[config.mk]
export PLATFORM = sky130hd
export DESIGN_NAME = attn_seq_ctrl
export DESIGN_NICKNAME = d
export VERILOG_FILES = /design/src/rtl/attn_seq_ctrl.sv
export SDC_FILE = /design/constraint.sdc
export NUM_CORES = 1
export LEC_CHECK = 0
export CAP_MARGIN = 20
export CORE_MARGIN = 5
export CORE_UTILIZATION = 51
export DETAILED_ROUTE_END_ITERATION = 12
export GPL_TIMING_DRIVEN = 0
export PLACE_DENSITY_LB_ADDON = 0.08
export SLEW_MARGIN = 5
export SYNTH_ARGS = -nofsm -noshare
export SYNTH_HDL_FRONTEND = slang
export SYNTH_SLANG_ARGS = --single-unit
export TNS_END_PERCENT = 20
[constraint.sdc]
create_clock -name clk -period 5.7 [get_ports clk]
set_input_delay 1.14 -clock clk [delete_from_list [all_inputs] [get_ports clk]]
set_output_delay 1.14 -clock clk [all_outputs]
set_load 0.03 [all_outputs]
[src/rtl/attn_seq_ctrl.sv]
// attn_seq_ctrl: instruction sequencer for the fullchip QK-attention datapath.
// While idle the host word is passed straight through to inst so the host can
// fill Qmem/Kmem itself. A start pulse then runs, without further host help:
// K load, Q execute, OFIFO-to-pmem move, and a four-step SFP normalize per row.
// Each inst word is computed from the next state and registered, so the word
// for a state is on inst during the cycle that follows the edge entering it.
// Optional feature macro: ATTN_SEQ_PERF_EN (busy-cycle and MOVE-stall counters).
// Reset: asynchronous, active low on 'reset'.

module attn_seq_ctrl #(
    parameter int col         = 8,   // K rows loaded, 1..16
    parameter int total_cycle = 8,   // Q vectors / pmem rows, 1..16
    parameter int gap         = 10   // idle cycles after load and execute, 0..255
) (
    input  logic        clk,
    input  logic        reset,
    input  logic        start,
    input  logic        abort,
    input  logic [19:0] host_inst,
    input  logic        ofifo_valid,
    output logic [19:0] inst,
    output logic        busy,
    output logic        done,
    output logic [15:0] perf_cycles,
    output logic [15:0] perf_stalls
);

    typedef enum logic [3:0] {
        S_IDLE  = 4'd0,
        S_LOAD  = 4'd1,
        S_LEND1 = 4'd2,
        S_LEND2 = 4'd3,
        S_GAP1  = 4'd4,
        S_EXEC  = 4'd5,
        S_XEND  = 4'd6,
        S_GAP2  = 4'd7,
        S_MOVE  = 4'd8,
        S_NORM  = 4'd9,
        S_DONE  = 4'd10
    } state_t;

    localparam logic [7:0] COL_C       = 8'(col);
    localparam logic [7:0] TC_C        = 8'(total_cycle);
    localparam logic [7:0] GAP_C       = 8'(gap);
    localparam logic [7:0] GAP_LAST_C  = 8'(gap - 1);
    localparam logic [7:0] TC_LAST_C   = 8'(total_cycle - 1);
    // NORM counts row*4+sub, so the last word sits at 4*total_cycle-1.
    localparam logic [7:0] NORM_LAST_C = 8'(4 * total_cycle - 1);

    state_t      state_r;
    state_t      state_n;
    logic [7:0]  cnt_r;       // phase index; in MOVE it is rows already issued
    logic [7:0]  cnt_n;
    logic        abort_s;     // abort accepted in a busy state
    logic        move_issue_s;
    logic [3:0]  move_row_s;
    logic [3:0]  load_add_s;
    logic [19:0] word_s;
    logic        busy_s;
    logic        done_s;
    logic [19:0] inst_r;
    logic        busy_r;
    logic        done_r;

    // State and phase counter register.
    always_ff @(posedge clk or negedge reset) begin
        if (!reset) begin
            state_r <= S_IDLE;
            cnt_r   <= 8'd0;
        end else begin
            state_r <= state_n;
            cnt_r   <= cnt_n;
        end
    end

    // Next-state and counter decode; MOVE only advances its row when OFIFO has data.
    always_comb begin
        state_n      = state_r;
        cnt_n        = cnt_r;
        abort_s      = 1'b0;
        move_issue_s = 1'b0;
        move_row_s   = 4'd0;
        if (abort && (state_r != S_IDLE) && (state_r != S_DONE)) begin
            abort_s = 1'b1;
            state_n = S_IDLE;
            cnt_n   = 8'd0;
        end else begin
            case (state_r)
                S_IDLE: begin
                    cnt_n = 8'd0;
                    if (start && !abort) begin
                        state_n = S_LOAD;
                    end else begin
                        state_n = S_IDLE;
                    end
                end
                S_LOAD: begin
                    if (cnt_r == COL_C) begin
                        state_n = S_LEND1;
                        cnt_n   = 8'd0;
                    end else begin
                        cnt_n = cnt_r + 8'd1;
                    end
                end
                S_LEND1: begin
                    state_n = S_LEND2;
                    cnt_n   = 8'd0;
                end
                S_LEND2: begin
                    cnt_n = 8'd0;
                    if (GAP_C == 8'd0) begin
                        state_n = S_EXEC;
                    end else begin
                        state_n = S_GAP1;
                    end
                end
                S_GAP1: begin
                    if (cnt_r == GAP_LAST_C) begin
                        state_n = S_EXEC;
                        cnt_n   = 8'd0;
                    end else begin
                        cnt_n = cnt_r + 8'd1;
                    end
                end
                S_EXEC: begin
                    if (cnt_r == TC_LAST_C) begin
                        state_n = S_XEND;
                        cnt_n   = 8'd0;
                    end else begin
                        cnt_n = cnt_r + 8'd1;
                    end
                end
                S_XEND: begin
                    if (GAP_C == 8'd0) begin
                        state_n      = S_MOVE;
                        move_issue_s = ofifo_valid;
                        cnt_n        = {7'd0, ofifo_valid};
                    end else begin
                        state_n = S_GAP2;
                        cnt_n   = 8'd0;
                    end
                end
                S_GAP2: begin
                    if (cnt_r == GAP_LAST_C) begin
                        state_n      = S_MOVE;
                        move_issue_s = ofifo_valid;
                        cnt_n        = {7'd0, ofifo_valid};
                    end else begin
                        cnt_n = cnt_r + 8'd1;
                    end
                end
                S_MOVE: begin
                    if (cnt_r == TC_C) begin
                        state_n = S_NORM;
                        cnt_n   = 8'd0;
                    end else begin
                        move_row_s   = cnt_r[3:0];
                        move_issue_s = ofifo_valid;
                        cnt_n        = cnt_r + {7'd0, ofifo_valid};
                    end
                end
                S_NORM: begin
                    if (cnt_r == NORM_LAST_C) begin
                        state_n = S_DONE;
                        cnt_n   = 8'd0;
                    end else begin
                        cnt_n = cnt_r + 8'd1;
                    end
                end
                S_DONE: begin
                    state_n = S_IDLE;
                    cnt_n   = 8'd0;
                end
                default: begin
                    state_n = S_IDLE;
                    cnt_n   = 8'd0;
                end
            endcase
        end
    end

    // LOAD address is cnt-1 from cnt=2 on; the 4-bit wrap gives 15 when col=16.
    assign load_add_s = cnt_n[3:0] - 4'd1;

    // Instruction word and status for the state being entered.
    always_comb begin
        word_s = 20'd0;
        case (state_n)
            S_IDLE: begin
                if (abort_s) begin
                    word_s = 20'd0;
                end else begin
                    word_s = host_inst;
                end
            end
            S_LOAD: begin
                word_s[6] = 1'b1;
                if (cnt_n >= 8'd1) begin
                    word_s[3] = 1'b1;
                end else begin
                    word_s[3] = 1'b0;
                end
                if (cnt_n >= 8'd2) begin
                    word_s[15:12] = load_add_s;
                end else begin
                    word_s[15:12] = 4'd0;
                end
            end
            S_LEND1: begin
                word_s[6] = 1'b1;
            end
            S_EXEC: begin
                word_s[7]     = 1'b1;
                word_s[5]     = 1'b1;
                word_s[15:12] = cnt_n[3:0];
            end
            S_MOVE: begin
                if (move_issue_s) begin
                    word_s[16]   = 1'b1;
                    word_s[0]    = 1'b1;
                    word_s[11:8] = move_row_s;
                end else begin
                    word_s = 20'd0;
                end
            end
            S_NORM: begin
                word_s[11:8] = cnt_n[5:2];
                case (cnt_n[1:0])
                    2'd0:    word_s[1]  = 1'b1;
                    2'd1:    word_s[18] = 1'b1;
                    2'd2:    word_s[17] = 1'b1;
                    2'd3: begin
                        word_s[19] = 1'b1;
                        word_s[0]  = 1'b1;
                    end
                    default: word_s = 20'd0;
                endcase
            end
            default: begin
                word_s = 20'd0;
            end
        endcase
        busy_s = (state_n != S_IDLE) && (state_n != S_DONE);
        done_s = (state_n == S_DONE);
    end

    // Registered outputs.
    always_ff @(posedge clk or negedge reset) begin
        if (!reset) begin
            inst_r <= 20'd0;
            busy_r <= 1'b0;
            done_r <= 1'b0;
        end else begin
            inst_r <= word_s;
            busy_r <= busy_s;
            done_r <= done_s;
        end
    end

    assign inst = inst_r;
    assign busy = busy_r;
    assign done = done_r;

`ifdef ATTN_SEQ_PERF_EN
    function automatic logic [15:0] sat_inc16(input logic [15:0] v);
        if (v == 16'hFFFF) begin
            return v;
        end else begin
            return v + 16'd1;
        end
    endfunction

    logic        start_acc_s;
    logic        stall_s;
    logic        stall_r;      // the word on inst now is a MOVE stall
    logic [15:0] perf_cycles_r;
    logic [15:0] perf_stalls_r;

    assign start_acc_s = (state_r == S_IDLE) && start && !abort;
    assign stall_s     = (state_n == S_MOVE) && !move_issue_s;

    // Counters count cycles whose presented outputs were busy / stalled.
    always_ff @(posedge clk or negedge reset) begin
        if (!reset) begin
            stall_r       <= 1'b0;
            perf_cycles_r <= 16'd0;
            perf_stalls_r <= 16'd0;
        end else begin
            stall_r <= stall_s;
            if (start_acc_s) begin
                perf_cycles_r <= 16'd0;
                perf_stalls_r <= 16'd0;
            end else begin
                if (busy_r) begin
                    perf_cycles_r <= sat_inc16(perf_cycles_r);
                end else begin
                    perf_cycles_r <= perf_cycles_r;
                end
                if (stall_r) begin
                    perf_stalls_r <= sat_inc16(perf_stalls_r);
                end else begin
                    perf_stalls_r <= perf_stalls_r;
                end
            end
        end
    end

    assign perf_cycles = perf_cycles_r;
    assign perf_stalls = perf_stalls_r;
`else
    assign perf_cycles = 16'd0;
    assign perf_stalls = 16'd0;
`endif

endmodule

==> impl_metrics.yaml, run 1 <==
outcome:
  status: "finished, final reports clean"
cts:
  cts_tree: "done"
  cts_htree_levels: 2
  holdBufCountCts: 0
  cts_buffer_depth: 2
  clkTransAtPathRegs_ns: 0.08
  clkLatencyLatePin_ns: 0.29
  cts_resized: 0
  cts_sinks: 34
  cts_root_buf: "clkbuf_8"
  cts_setup_buffers: 0
  numCtsBuffers: 5
yosys:
  ys_top_cells_by_count: "34 x dfrtp_1, 33 x buf_4, 23 x nand2_1"
  yosysTopAreaCellShare_pct: 32.8
  synth.area.top_cells: "dfrtp_1 33%, buf_4 9.5%, ha_1 4.8%"
  syn_area_per_cell_um2: 9.27
  synthXorXnorAreaFrac_pct: 1.69
  yosys.area_share.simple_pct: 22.8
  synth_adder_area_share_pct: 4.82
  synth_area_um2: 2590
  yosysSeqAreaShare_pct: 32.8
  yosysMostFrequentCell: "dfrtp_1"
  ys.flop_type: "dfrtp_1"
  ys_types: 75
  synth_top_family_by_area: "simple AND/OR/NAND/NOR gates"
  async_reset_ff_share_pct: 100
  synth_edf_count: 0
  yosys_register_bits: 34
  synth_mux_area_share_pct: 0.386
  yosys.area.top_type: "dfrtp_1"
  synth_cells: 280
  yosysWarnings: 0
  synth_compound_area_share_pct: 22.6
die:
  row_count: 26
  io_pins: 79
  die_area_um2: 6610
  die_x_um: 81.3
  start_util_pct: 51.8
  fp.dieH_um: 81.3
  coreArea_um2: 5010
critical_path:
  end_kind: "flop"
  critPathKind: "input port to flop"
  crit_path_start_kind: "input port"
  worstPathRequired_ns: 5.88
  cpMaxStageDelayCell: "o21ai_0"
  crit_top_cell: "ha_1"
  critPathTopFamily: "compound AO/OA/AOI/OAI gates"
  slowest_delay_ns: 0.52
  crit_path_max_fanout: 5
  crit_buf_inv: 2
  crit_chain: "clkdlybuf4s50_1 > ha_1 > o2bb2ai_1 > o21ai_0 > inv_1 > ha_1 > nand4bb_1 > or4_1 > a22o_1"
  worstPathArrival_ns: 3.89
layout:
  seqCellArea_um2: 851
  antenna_cells: 0
  multiInputGateArea_um2: 1480
  drive_gt1_share_pct: 19.8
  fin_cells: 434
  num-nets-final: 398
  area_growth_syn_to_layout_pct: 30.5
  num-fill-cells: 443
global_routing:
  antenna_found_initial: 0
  grtUsageTotal_pct: 21.3
  grt_pass1_vias: 2237
  grt_max_degree: 35
  grt.busiest_layer: "met2"
  grt_pass1_wl_um: 10800
  grt_overflow: 0
  met3_usage_pct: 3.66
  groute.layer.met1.usage_pct: 27.9
  grtUsageMet2_pct: 35.6
timing:
  max_freq_ghz: 0.270
  skew_ns: 0.00555
  worstMarginPinSlew_ns: 0.942
  rsz0062_at_grt: "no"
  setup_tns_ns: 0
  report.final.slew_viol_count: 0
  slew-limit-headroom_pct: 36.4
  finalSetupViolations: 0
  min_period_ns: 3.71
  hold_viol: 0
  timing.final.crit_share_pct: 65.0
flow_run:
  cap_violations: 0
routing:
  drc_errors: 0
  wirelength_um: 6600
  first_iter_violations: 202
  wire_per_inst_um: 15.2
  postRouteAntennaNets: 0
  num_vias: 2248
  first_pass_iters: 4
  vias_per_cell: 5.18
worst_hold_path:
  min_path_type: "flop to flop"
power:
  power.leakage_nw: 1.54
  ir_worst_vdd_mv: 0.176
  power_density_nw_per_um2: 425
place:
  port-buffer-count: 45
  placedCellCount: 426
  hpwlAfterDp_um: 5170
  place_congestion: 0.927
-- where the power goes --
part           internal (mW)  leakage, nW  switching [mW]
sequential             0.313        0.448          0.0242
clock                  0.187       0.0714          0.0961
combinational          0.344         1.02           0.477
-- placed cells by master, fill, tap and decap left out, types with 3 or more instances in the layout --
cell,instances
clkdlybuf4s50_1,44
dfrtp_1,34
buf_4,33
conb_1,32
nand2_1,23
nor2_1,22
inv_1,12
a21oi_1,10
ha_1,10
nand3_1,9
clkbuf_8,8
o21ai_0,8
clkbuf_1,7
a22oi_1,6
nor3_1,6
xnor2_1,5
and2_1,5
nor2b_1,4
nand2b_1,4
a22o_1,4
buf_6,3
nor4_4,3
o211ai_1,3
o31ai_1,3
-- final timing paths --
kind | start | to | slack (ns) | depth (start not counted)
worst min-delay path | cnt_r[1] | inst[9] | 0.63 | 2
max in group asynchronous | reset | cnt_r[0] | 4.29 | 1
worst max-delay path | ofifo_valid | inst[3] | 1.99 | 9
worst max register to register | cnt_r[5] | inst[3] | 2.03 | 11
min in group asynchronous | reset | state_r[1] | 0.91 | 1
worst min register to register | cnt_r[1] | inst[9] | 0.63 | 2
-- sequential cells by signal, summed over array words and instances (netlist names) --
name / cells
busy: 1
inst: 20
state_r: 4
done: 1
cnt_r: 8
-- kinds of logic (layout without fill, tap and decap cells) --
family	count (synthesis)	after routing
buffers and inverters	58	111
AND/OR/NAND/NOR	101	101
XOR/XNOR	5	5
flip-flops	34	34
multiplexers	1	1
adder cells (fa/ha/maj)	10	10
other	1	32
AO/OA/AOI/OAI	70	70
-- per-stage QoR --
stage / util, % / hold slack [ns] / setup slack [ns] / power, mW / instance area (um2)
after detailed placement: 64.8 / 0.620 / 1.69 / 1.16 / 3240
after global placement: 64.9 / 0.605 / 1.70 / 1.15 / 3250
after CTS: 67.6 / 0.632 / 2.00 / 1.45 / 3390
after floorplan: - / 0.553 / 2.52 / 0.915 / 2710
after global routing: 67.6 / 0.650 / 1.71 / 1.54 / 3390
final: 67.6 / 0.626 / 1.99 / 1.44 / 3390
-- routing by layer --
metal	vias up	wire length (um)
li1	1116	-
met4	0	85
met1	1055	2860
met5	-	0
met3	8	322
met2	69	3330
-- tightest hold or removal path, delay by kind of cell (launching register included) --
family,cells,cell delay [ns]
compound gates,1,0.10
flops,1,0.44
buf+inv,1,0.06
-- cell type report --
type / count / share of cell area [%]
Sequential cell: 34 / 25.1
Tap cell: 70 / 2.59
Timing Repair Buffer: 45 / 13.2
Multi-Input combinational cell: 219 / 43.6
Clock buffer: 6 / 2.44
Clock inverter: 2 / 1.77
Inverter: 12 / 1.33
Buffer: 46 / 10.0
Note: power is estimated with default switching activity, not from simulation.
==> run 2, diff against run 1 <==
CORE_UTILIZATION = 43   (was 51)
clock period = 3.1 ns   (was 5.7 ns; I/O delays follow)
==> impl_metrics.yaml, run 2 (synthesis gave the netlist of run 1 again) <==
layout:
  fin_area_um2: 3770
  seqCellArea_um2: 856
  antenna_cells: 0
  largest_register_ffs: 20
  num-fill-cells: 508
  finish.utilization_pct: 64.1
  drive_gt1_share_pct: 34.3
  final_cell_mix: "60 x buf_4, 44 x clkdlybuf4s50_1, 32 x conb_1, 30 x dfrtp_1, 22 x nand2_1"
  multiInputGateArea_um2: 1630
  fin_cells: 466
  area_growth_syn_to_layout_pct: 45.3
  layout_commonest_cell: "buf_4"
  num-nets-final: 425
timing:
  report.final.slew_viol_count: 0
  min_period_ns: 3.08
  worstMarginPinSlew_ns: 0.983
  skew_ns: 0.00395
  timing.final.crit_share_pct: 99.4
  max_freq_ghz: 0.325
  slew-limit-headroom_pct: 33.8
  finalSetupViolations: 0
  setup_slack_ns: 0.0201
  hold_viol: 0
  rsz0062_at_grt: "yes"
global_routing:
  grt_overflow: 0
  grt_pass1_wl_um: 11600
  antenna_found_initial: 0
  grt_max_degree: 35
  grt_pass1_vias: 2317
  grtUsageTotal_pct: 19.3
cts:
  cts_sinks: 34
  clkTransAtPathRegs_ns: 0.08
  cts_buffer_depth: 2
  cts_root_buf: "clkbuf_8"
  cts_tree: "done"
  holdBufCountCts: 0
  clkLatencyLatePin_ns: 0.29
  numCtsBuffers: 5
  cts_htree_levels: 2
place:
  port-buffer-count: 45
  place_congestion: 0.876
  placedCellCount: 431
  post-place-ws_ns: -0.379
  hpwlAfterDp_um: 5190
  placed_cell_area_um2: 3250
die:
  coreArea_um2: 5890
  die_x_um: 87.7
  start_util_pct: 44.1
  row_count: 28
  io_pins: 79
  die_area_um2: 7690
  fp.dieH_um: 87.7
critical_path:
  worstReg2RegStart: "cnt_r[0]"
  crit_path_max_fanout: 6
  crit_buf_inv: 3
  end_kind: "flop"
  r2r_slack_ns: 0.02
  critPathKind: "flop to flop"
  worstPathArrival_ns: 3.26
  critPathTopFamily: "simple AND/OR/NAND/NOR gates"
  slowest_delay_ns: 0.56
  reg2reg_to: "inst[3]"
  cpMaxStageDelayCell: "or4_4"
  crit_top_cell: "inv_2"
  reg2reg_depth: 14
  worstPathRequired_ns: 3.28
  crit_chain: "inv_2 > ha_1 > and3b_2 > and2_4 > buf_6 > o221ai_4 > nor2_2 > nor2_1 > o21ai_2 > inv_2 > ha_4 > nand4bb_1 > or4_4 > a22o_1"
  crit_path_start_kind: "flop"
routing:
  vias_per_cell: 5.18
  wl_met1_um: 3210
  wirelength_um: 7450
  wire_per_inst_um: 16.0
  first_iter_violations: 176
  postRouteAntennaNets: 0
  topRoutingLayerUsed: "met4"
  drc_errors: 0
  wl_met3_um: 366
  num_vias: 2414
  first_pass_iters: 4
  dr_wl_met2_um: 3800
flow_run:
  cap_violations: 0
power:
  power_density_nw_per_um2: 775
  p_switching_mw: 1.21
  p_comb_share_pct: 60.8
  power.leakage_nw: 1.69
  internal-power_mw: 1.71
  ir_worst_vdd_mv: 0.498
  switching_share_pct: 41.5
  clkPwrFrac_pct: 17.8
  fin_total_pwr_mw: 2.92
  seq_power_share_pct: 21.4
worst_hold_path:
  min_path_type: "input port to async pin"
outcome:
  status: "finished, final reports clean"
run 2: layout make-up:
class / count / area share [%]
Buffer: 45 / 8.93
Inverter: 12 / 1.26
Multi-Input combinational cell: 219 / 43.3
Clock buffer: 6 / 2.19
Tap cell: 75 / 2.49
Timing Repair Buffer: 73 / 17.5
Sequential cell: 34 / 22.7
Clock inverter: 2 / 1.59
run 2: power groups by stage:
stage,Clock (mW),Sequential (mW),Combinational (mW)
4_1_cts,0.528,0.617,1.56
5_1_grt,0.553,0.644,1.90
3_5_place_dp,0,0.626,1.51
6_report,0.519,0.627,1.78
2_1_floorplan,0,0.841,0.843
3_3_place_gp,0,0.626,1.50
run 2: worst max path at each step:
stage	startpoint	endpoint	slack [ns]	depth (start not counted)
4_1_cts	state_r[2]	inst[15]	0.02	9
3_3_place_gp	cnt_r[4]	inst[12]	-0.36	13
6_report	cnt_r[0]	inst[3]	0.02	14
5_1_grt	cnt_r[0]	inst[3]	-0.06	12
2_1_floorplan	cnt_r[4]	inst[3]	0.12	13
3_5_place_dp	cnt_r[4]	inst[3]	-0.38	13
run 2: layer usage:
metal	GRT usage, %	vias up
met5	0	-
met4	5.86	0
met3	2.82	5
met2	31.5	77
met1	26.4	1157
li1	-	1175
run 2: timing repair:
| action | CTS | global route |
|---|---|---|
| gates resized for setup | 12 | 32 |
| gates cloned | 0 | 0 |
| pin swaps | 7 | 16 |
| hold endpoints to repair | 0 | 0 |
| buffers inserted | 14 | 14 |
| endpoints found under the setup margin | 5 | 13 |
run 2: stage by stage:
step | hold WS [ns] | TNS, ns
finish | 0.407 | 0
CTS | 0.448 | 0
detailed placement | 0.624 | -1.72
global placement | 0.609 | -1.70
floorplan | 0.324 | 0
global route | 0.479 | -0.0955
==> run 3, diff against run 2 <==
CTS_CLUSTER_SIZE = 24   (was unset)
==> results of run 3 <==
No change in the layout: final DEF, timing and power equal those of run 2.
